$ cat src/rtl/spi_flash_pkg.sv
// Shared definitions for the M25P16 identification/status responder and its SPI master.
package spi_flash_pkg;

  localparam logic [7:0] OPC_RDID_DEF        = 8'h9F;
  localparam logic [7:0] OPC_RDSR_DEF        = 8'h05;
  localparam logic [7:0] MANUFACTURER_ID_DEF = 8'h20;
  localparam logic [7:0] MEMORY_TYPE_DEF     = 8'h20;
  localparam logic [7:0] MEMORY_CAPACITY_DEF = 8'h15;

  localparam logic [4:0] RDID_RESP_BITS = 5'd24;
  localparam logic [4:0] CMD_LAST_BIT   = 5'd7;
  localparam logic [4:0] BIT_CNT_MAX    = 5'd31;

  typedef enum logic [1:0] {
    ST_IDLE   = 2'd0,
    ST_CMD    = 2'd1,
    ST_RESP   = 2'd2,
    ST_IGNORE = 2'd3
  } spi_state_e;

endpackage

$ cat src/rtl/spi_sync_edge.sv
// Two-flop synchronizer with a history flop; emits one-clk rise/fall pulses.
module spi_sync_edge #(
  parameter logic RESET_VAL = 1'b0
) (
  input  logic clk,
  input  logic reset,
  input  logic i_async,
  output logic o_level,
  output logic o_rise,
  output logic o_fall
);

  logic r_meta;
  logic r_sync;
  logic r_hist;

  always_ff @(posedge clk) begin
    if (reset) begin
      r_meta <= RESET_VAL;
      r_sync <= RESET_VAL;
      r_hist <= RESET_VAL;
    end else begin
      r_meta <= i_async;
      r_sync <= r_meta;
      r_hist <= r_sync;
    end
  end

  assign o_level = r_sync;
  assign o_rise  = r_sync & ~r_hist;
  assign o_fall  = ~r_sync & r_hist;

endmodule

$ cat src/rtl/spi_flash_id_responder.sv
// SPI mode-0 responder answering RDID and RDSR like an M25P16, oversampled by clk.
//
// state  | meaning
// IDLE   | deselected, waiting for a fresh chip_select falling edge
// CMD    | shifting in the 8-bit opcode on SCLK rises
// RESP   | driving the response on SCLK falls, MSB first
// IGNORE | unsupported opcode or RDID exhausted; wait for deselect
module spi_flash_id_responder
  import spi_flash_pkg::*;
#(
  parameter logic [7:0] MANUFACTURER_ID = MANUFACTURER_ID_DEF,
  parameter logic [7:0] MEMORY_TYPE     = MEMORY_TYPE_DEF,
  parameter logic [7:0] MEMORY_CAPACITY = MEMORY_CAPACITY_DEF,
  parameter logic [7:0] OPC_RDID        = OPC_RDID_DEF,
  parameter logic [7:0] OPC_RDSR        = OPC_RDSR_DEF
) (
  input  logic       clk,
  input  logic       reset,
  input  logic       SPICLK,
  input  logic       SPIMOSI,
  input  logic       chip_select,
  input  logic [7:0] status_reg,
  output logic       SPIMISO,
  output logic       SPIMISO_oe,
  output logic [7:0] opcode,
  output logic       opcode_valid,
  output logic       busy
);

  logic w_sclk_level, w_sclk_rise, w_sclk_fall;
  logic w_mosi_level, w_mosi_rise, w_mosi_fall;
  logic w_cs_level, w_cs_rise, w_cs_fall;
  logic w_unused;

  spi_sync_edge #(.RESET_VAL(1'b0)) u_sync_sclk (
    .clk     (clk),
    .reset   (reset),
    .i_async (SPICLK),
    .o_level (w_sclk_level),
    .o_rise  (w_sclk_rise),
    .o_fall  (w_sclk_fall)
  );

  spi_sync_edge #(.RESET_VAL(1'b0)) u_sync_mosi (
    .clk     (clk),
    .reset   (reset),
    .i_async (SPIMOSI),
    .o_level (w_mosi_level),
    .o_rise  (w_mosi_rise),
    .o_fall  (w_mosi_fall)
  );

  spi_sync_edge #(.RESET_VAL(1'b1)) u_sync_cs (
    .clk     (clk),
    .reset   (reset),
    .i_async (chip_select),
    .o_level (w_cs_level),
    .o_rise  (w_cs_rise),
    .o_fall  (w_cs_fall)
  );

  assign w_unused = ^{w_sclk_level, w_mosi_rise, w_mosi_fall};

  spi_state_e  r_state;
  spi_state_e  w_next_state;
  logic [4:0]  r_bit_cnt;
  logic [7:0]  r_cmd_sr;
  logic [23:0] r_resp_sr;
  logic        r_is_rdsr;
  logic        r_miso;
  logic [7:0]  r_opcode;
  logic        r_opcode_valid;
  logic [1:0]  r_settle;
  logic        r_armed;

  logic [7:0]  w_opc_next;
  logic        w_opc_known;
  logic        w_start;
  logic        w_cmd_done;
  logic        w_rdid_end;

  assign w_opc_next  = {r_cmd_sr[6:0], w_mosi_level};
  assign w_opc_known = (w_opc_next == OPC_RDID) || (w_opc_next == OPC_RDSR);
  assign w_start     = (r_state == ST_IDLE) && w_cs_fall && r_armed;
  assign w_cmd_done  = (r_state == ST_CMD) && w_sclk_rise && (r_bit_cnt == CMD_LAST_BIT);
  assign w_rdid_end  = (r_state == ST_RESP) && !r_is_rdsr && w_sclk_fall &&
                       (r_bit_cnt == RDID_RESP_BITS);

  // A chip_select that was already low when reset released must not start a frame;
  // arm only once the synchronizer has settled and seen the bus deselected.
  always_ff @(posedge clk) begin
    if (reset) begin
      r_settle <= 2'd0;
      r_armed  <= 1'b0;
    end else begin
      if (r_settle != 2'd3) r_settle <= r_settle + 2'd1;
      if ((r_settle == 2'd3) && w_cs_level) r_armed <= 1'b1;
    end
  end

  always_ff @(posedge clk) begin
    if (reset) r_state <= ST_IDLE;
    else       r_state <= w_next_state;
  end

  always_comb begin
    w_next_state = r_state;
    if (w_cs_rise) begin
      w_next_state = ST_IDLE;
    end else begin
      case (r_state)
        ST_IDLE:   if (w_start)    w_next_state = ST_CMD;
        ST_CMD:    if (w_cmd_done) w_next_state = w_opc_known ? ST_RESP : ST_IGNORE;
        ST_RESP:   if (w_rdid_end) w_next_state = ST_IGNORE;
        ST_IGNORE: w_next_state = ST_IGNORE;
        default:   w_next_state = ST_IDLE;
      endcase
    end
  end

  always_comb begin
    SPIMISO_oe   = (r_state == ST_RESP);
    SPIMISO      = r_miso & (r_state == ST_RESP);
    busy         = (r_state != ST_IDLE);
    opcode       = r_opcode;
    opcode_valid = r_opcode_valid;
  end

  always_ff @(posedge clk) begin
    if (reset) begin
      r_bit_cnt      <= 5'd0;
      r_cmd_sr       <= 8'h00;
      r_resp_sr      <= 24'h000000;
      r_is_rdsr      <= 1'b0;
      r_miso         <= 1'b0;
      r_opcode       <= 8'h00;
      r_opcode_valid <= 1'b0;
    end else begin
      r_opcode_valid <= 1'b0;
      if (w_cs_rise) begin
        r_miso <= 1'b0;
      end else begin
        case (r_state)
          ST_IDLE: begin
            r_miso <= 1'b0;
            if (w_start) begin
              r_bit_cnt <= 5'd0;
              r_cmd_sr  <= 8'h00;
            end
          end
          ST_CMD: begin
            r_miso <= 1'b0;
            if (w_sclk_rise) begin
              r_cmd_sr <= w_opc_next;
              if (r_bit_cnt == CMD_LAST_BIT) begin
                r_opcode       <= w_opc_next;
                r_opcode_valid <= 1'b1;
                r_is_rdsr      <= (w_opc_next == OPC_RDSR);
                r_resp_sr      <= (w_opc_next == OPC_RDSR) ? {status_reg, 16'h0000} :
                                  {MANUFACTURER_ID, MEMORY_TYPE, MEMORY_CAPACITY};
                r_bit_cnt      <= 5'd0;
              end else begin
                r_bit_cnt <= r_bit_cnt + 5'd1;
              end
            end
          end
          ST_RESP: begin
            if (w_sclk_fall) begin
              if (r_is_rdsr) begin
                r_miso <= r_resp_sr[23];
                // Last bit of a status byte: refresh so the next byte shows live status.
                if (r_bit_cnt[2:0] == 3'd7) begin
                  r_resp_sr <= {status_reg, 16'h0000};
                  r_bit_cnt <= 5'd0;
                end else begin
                  r_resp_sr <= {r_resp_sr[22:0], 1'b0};
                  r_bit_cnt <= r_bit_cnt + 5'd1;
                end
              end else if (r_bit_cnt == RDID_RESP_BITS) begin
                r_miso <= 1'b0;
              end else begin
                r_miso    <= r_resp_sr[23];
                r_resp_sr <= {r_resp_sr[22:0], 1'b0};
                r_bit_cnt <= r_bit_cnt + 5'd1;
              end
            end
          end
          ST_IGNORE: begin
            r_miso <= 1'b0;
            if (w_sclk_rise && (r_bit_cnt != BIT_CNT_MAX)) r_bit_cnt <= r_bit_cnt + 5'd1;
          end
          default: r_miso <= 1'b0;
        endcase
      end
    end
  end

endmodule
$ cat config.mk
export PLATFORM = sky130hd
export DESIGN_NAME = spi_flash_id_responder
export DESIGN_NICKNAME = d
export VERILOG_FILES = /design/src/rtl/spi_flash_pkg.sv /design/src/rtl/spi_sync_edge.sv /design/src/rtl/spi_flash_id_responder.sv
export SDC_FILE = /design/constraint.sdc
export NUM_CORES = 1
export LEC_CHECK = 0
export BUFFER_PORTS_ARGS = -buffer_cell sky130_fd_sc_hd__buf_2
export CELL_PAD_IN_SITES_DETAIL_PLACEMENT = 0
export CELL_PAD_IN_SITES_GLOBAL_PLACEMENT = 1
export CORE_MARGIN = 2
export CORE_UTILIZATION = 44
export CTS_CLUSTER_DIAMETER = 80
export DETAILED_ROUTE_END_ITERATION = 7
export MAX_ROUTING_LAYER = met4
export PLACE_DENSITY_LB_ADDON = 0.1
export SLEW_MARGIN = 30
export SYNTH_ARGS = -nofsm -noshare
export SYNTH_HDL_FRONTEND = slang
export SYNTH_SLANG_ARGS = --single-unit
$ cat constraint.sdc
create_clock -name clk -period 2.2 [get_ports clk]
set_clock_uncertainty 0.05 [all_clocks]
set_input_delay 0.22 -clock clk [delete_from_list [all_inputs] [get_ports clk]]
set_output_delay 0.22 -clock clk [all_outputs]
set_load 0.02 [all_outputs]
==> impl_summary.md <==
Status
The run finished with clean final reports.

Layout
The repair_antennas step left the layout with diodes totalling 0. In the layout the commonest cells are sky130_fd_sc_hd__dfxtp_1, sky130_fd_sc_hd__nor2_1, sky130_fd_sc_hd__buf_2, sky130_fd_sc_hd__buf_4, sky130_fd_sc_hd__a21oi_1. Registers take 1202 um2. The total area of multi-input combinational cells is 1212 um2. The area added between synthesis and finish is 20.52%. The number of nets in the final layout is 339.

The share of post-route cells with drive strength above 1 is 24.00%. Leaving out fill and tap cells, the most frequent cell in the layout is sky130_fd_sc_hd__dfxtp_1. The layout filler cell count is 530. At the end of the flow the core is filled with cells to 54.99%.

STA
The final-report hold violation count came to 0. The number of max-slew violations in the final report was 0. For the pin with the worst max-slew slack, the measured transition is 0.6259 ns. The final total negative setup slack is 0 ns. Setup violations remaining at the end of the flow were counted as 0. The share of the clock period used by the worst path after layout is 92.22%. Timing would allow up to 0.4929 GHz.

The time the worst path needs with I/O delays and setup is 2.029 ns. Setup repair after global routing left no endpoint under its margin. The headroom to the max-slew limit is 58.28%.

Setup path
Along the worst path, the maximum fanout reaches 20. The slowest stage of the critical path is the sky130_fd_sc_hd__a211o_2 cell. For the worst setup path, the data required time is 2.41 ns. The endpoint of the lowest-slack register-to-register path is r_resp_sr[20]$_SDFFE_PP0P_. The reg2reg setup slack is 0.17 ns. Traced cell by cell, the critical path runs through ha_1 > and4bb_4 > nand2_2 > a211o_2 > or3_1 > a21oi_1.

Tracing the worst setup path back leads to its startpoint at r_bit_cnt[1]$_SDFFE_PP0P_. For the worst flop-to-flop path, the logic depth is 6. The worst setup path is launched from a register. The arrival time of data at the critical path endpoint is 2.24 ns. On the worst path, the slowest cell contributes a delay of 0.48 ns.

In this run the critical register-to-register path is launched from r_bit_cnt[1]$_SDFFE_PP0P_. The critical setup path kind is register to register. The nature of the critical path endpoint is a register.

Pwr
The net load switching power is 0.5232 mW. The maximum resistive drop on vdd is 0.0004409 V. Dividing total power by cell area gives a power density of 748.3 nW/um2. The internal power of the cells is 1.742 mW.

The clock network is responsible for 44.4% of the overall power. Combinational logic burns 6.2% of the power. Of the total power, registers draw 49.4%.

Net switching is 23.09% of the power. The static leakage is 1.161 nW.

Hold path
For hold timing, the worst endpoint is u_sync_cs.r_meta$_SDFF_PP1_. In this run the worst hold path is classified as input port to register. The worst hold path begins at chip_select. The worst hold path was traced through 2 stages.

CTS
The H-tree level count is 3. Hold repair after CTS inserted 0 buffers. Clock-pin slew was measured on the worst setup and hold paths at 0.07 ns.

The CTS tree is built. CTS placed an instance of sky130_fd_sc_hd__clkbuf_8 at the clock tree root. Clock tree synthesis inserted a total of 9 buffers. For the worst-skew pair, the clock arrives at the later sink with an insertion delay of 0.33 ns. In this run the post-CTS setup repair buffer count came out at 0. The number of gates resized after CTS is 1.

The maximum clock insertion buffer count is 2. The number of clock sinks is 60.

Logic synthesis
The average cell area after synthesis is 8.973 um2. Counting distinct cell types in the post-synthesis netlist gives 46. Counting flops with an async set or reset pin after synthesis yields a share of 0%. Yosys attributes the largest share of cell area to sky130_fd_sc_hd__dfxtp_1, sky130_fd_sc_hd__a22oi_1, sky130_fd_sc_hd__nor2_1. For this run, the leading register cell type out of synthesis is sky130_fd_sc_hd__dfxtp_1. The number of nets produced by synthesis is 298. The share of the synthesized area in the top cell type is 47.81%. Yosys printed 0 warnings.

The post-synthesis sequential area ratio is 47.81%. Counting every instance in the synthesized netlist gives 280. Counting flops and latches in the post-synthesis netlist gives 60. The number of enable flip-flop cells after synthesis is 0.

The synthesized netlist occupies a cell area of 2512 um2. The largest area contributor in the netlist is sky130_fd_sc_hd__dfxtp_1.

GRT
The via count of the first global-routing pass is 1988. In the global route stage, overall resource usage came out at 19.54%. The total congestion overflow is 0. Entering global routing, the biggest net connects 35 pins. The first-pass GRT wire length is 9.321 mm.

The initial antenna violation count is 0.

Die
The core outline area is 5507 um2. For this design the top-level I/O count stands at 25. From left edge to right edge, the die measures 79.57 um. The die covers 6331 um2. In this run the vertical extent of the chip is 79.57 um. In this run the core area contains 27 standard-cell rows. The initial utilization of the core area, before any placement, comes to 45.63%.

Drt
The detailed router finished its first iteration with 95 violations. The routed layout has 2082 vias. The average wire per standard cell is 13.90 um. After detailed routing, the number of remaining DRC violations is 0. The detail-routed via count per cell is 5.244. The first-pass iteration count of the detailed router is 4. The remaining antenna violation count after routing is 0. The post-detailed-routing wire length is 5.518 mm.

Placement
At the end of routability-driven placement, the weighted congestion stood at 0.7846. After legalization and detailed placement, the total HPWL measured 3.764 mm. Port buffering added 24 buffers.

Flow run
The tool flagged a number of max-cap violations equal to 0.
==> layout make-up <==
class                           instances  area share, %
Tap cell                               72          2.975
Inverter                                6         0.7438
Clock buffer                           11          5.000
Clock inverter                          4          1.612
Multi-Input combinational cell        196          40.04
Sequential cell                        60          39.71
Timing Repair Buffer                   48          9.917
==> metal layers <==
metal  up-vias  GRT usage [%]  wire length [um]
met5         -              -                 0
met1       969          25.09              2724
met2        22          29.16              2530
met4         0          10.00                86
met3        10          4.072               176
li1       1081              -                 -
==> cells in the mapped netlist (all sizes together), types with 2 or more instances <==
cell	n
nand2b	5
or3	6
nor2	32
a211oi	4
ha	5
a22oi	19
o211ai	2
o21ai	4
nor4	4
nor3	9
nand4	5
clkbuf	12
a221oi	2
mux2i	7
inv	6
or2	5
o31ai	2
buf	6
and2	3
dfxtp	60
nand2	20
nor2b	10
a21oi	22
nand3	10
a31oi	4
==> registers in the layout, summed over array words and instances, names as in the netlist, 2 cells and up <==
name	flops
r_resp_sr	24
opcode	8
r_cmd_sr	7
r_bit_cnt	5
r_settle	2
r_state	2
==> how the worst max path moves through the flow <==
stage                                       to  slack [ns]  depth (start not counted)
floorplan            r_bit_cnt[3]$_SDFFE_PP0P_        0.28                          7
global placement     r_bit_cnt[3]$_SDFFE_PP0P_        0.13                          7
detailed placement   r_bit_cnt[3]$_SDFFE_PP0P_        0.01                          7
CTS                 r_resp_sr[20]$_SDFFE_PP0P_        0.08                          6
global route        r_resp_sr[18]$_SDFFE_PP0P_        0.03                          6
finish              r_resp_sr[20]$_SDFFE_PP0P_        0.17                          6
==> power by group through the flow <==
stage | clock network, mW | logic [mW] | registers [mW]
6_report | 1.01 | 0.140 | 1.12
2_1_floorplan | 0 | 0.0930 | 1.14
3_5_place_dp | 0 | 0.139 | 1.14
4_1_cts | 1.03 | 0.141 | 1.12
5_1_grt | 1.09 | 0.155 | 1.12
3_3_place_gp | 0 | 0.135 | 1.14
==> worst max-delay path: cells and delay by family, from the launching register on <==
family	cells	cell delay, ns
adder cells (fa/ha/maj)	1	0.20
AO/OA/AOI/OAI	2	0.64
flip-flops	1	0.35
AND/OR/NAND/NOR	3	0.71
==> logic make-up after synthesis <==
family / Yosys count / share of synthesized area, %
and+or+nand+nor: 116 / 24.20
AOI/OAI and AO/OA: 66 / 17.68
DFF: 60 / 47.81
buffers and inverters: 24 / 4.233
muxes: 8 / 3.237
adders and majority gates: 5 / 2.490
xor gates and xnor gates: 1 / 0.3487
==> metrics by stage <==
stage | area, um2 | hold WS, ns | setup WS, ns | power, mW | cells
floorplan | 2512 | 0.2738 | 0.2784 | 1.231 | 280
global placement | 2819 | 0.3532 | 0.1269 | 1.278 | 382
detailed placement | 2819 | 0.3557 | 0.01009 | 1.283 | 382
CTS | 3025 | 0.002900 | 0.08482 | 2.294 | 397
global route | 3028 | 0.005555 | 0.03282 | 2.365 | 397
finish | 3028 | 0.01829 | 0.1712 | 2.266 | 397
(Power assumes the default switching activity.)
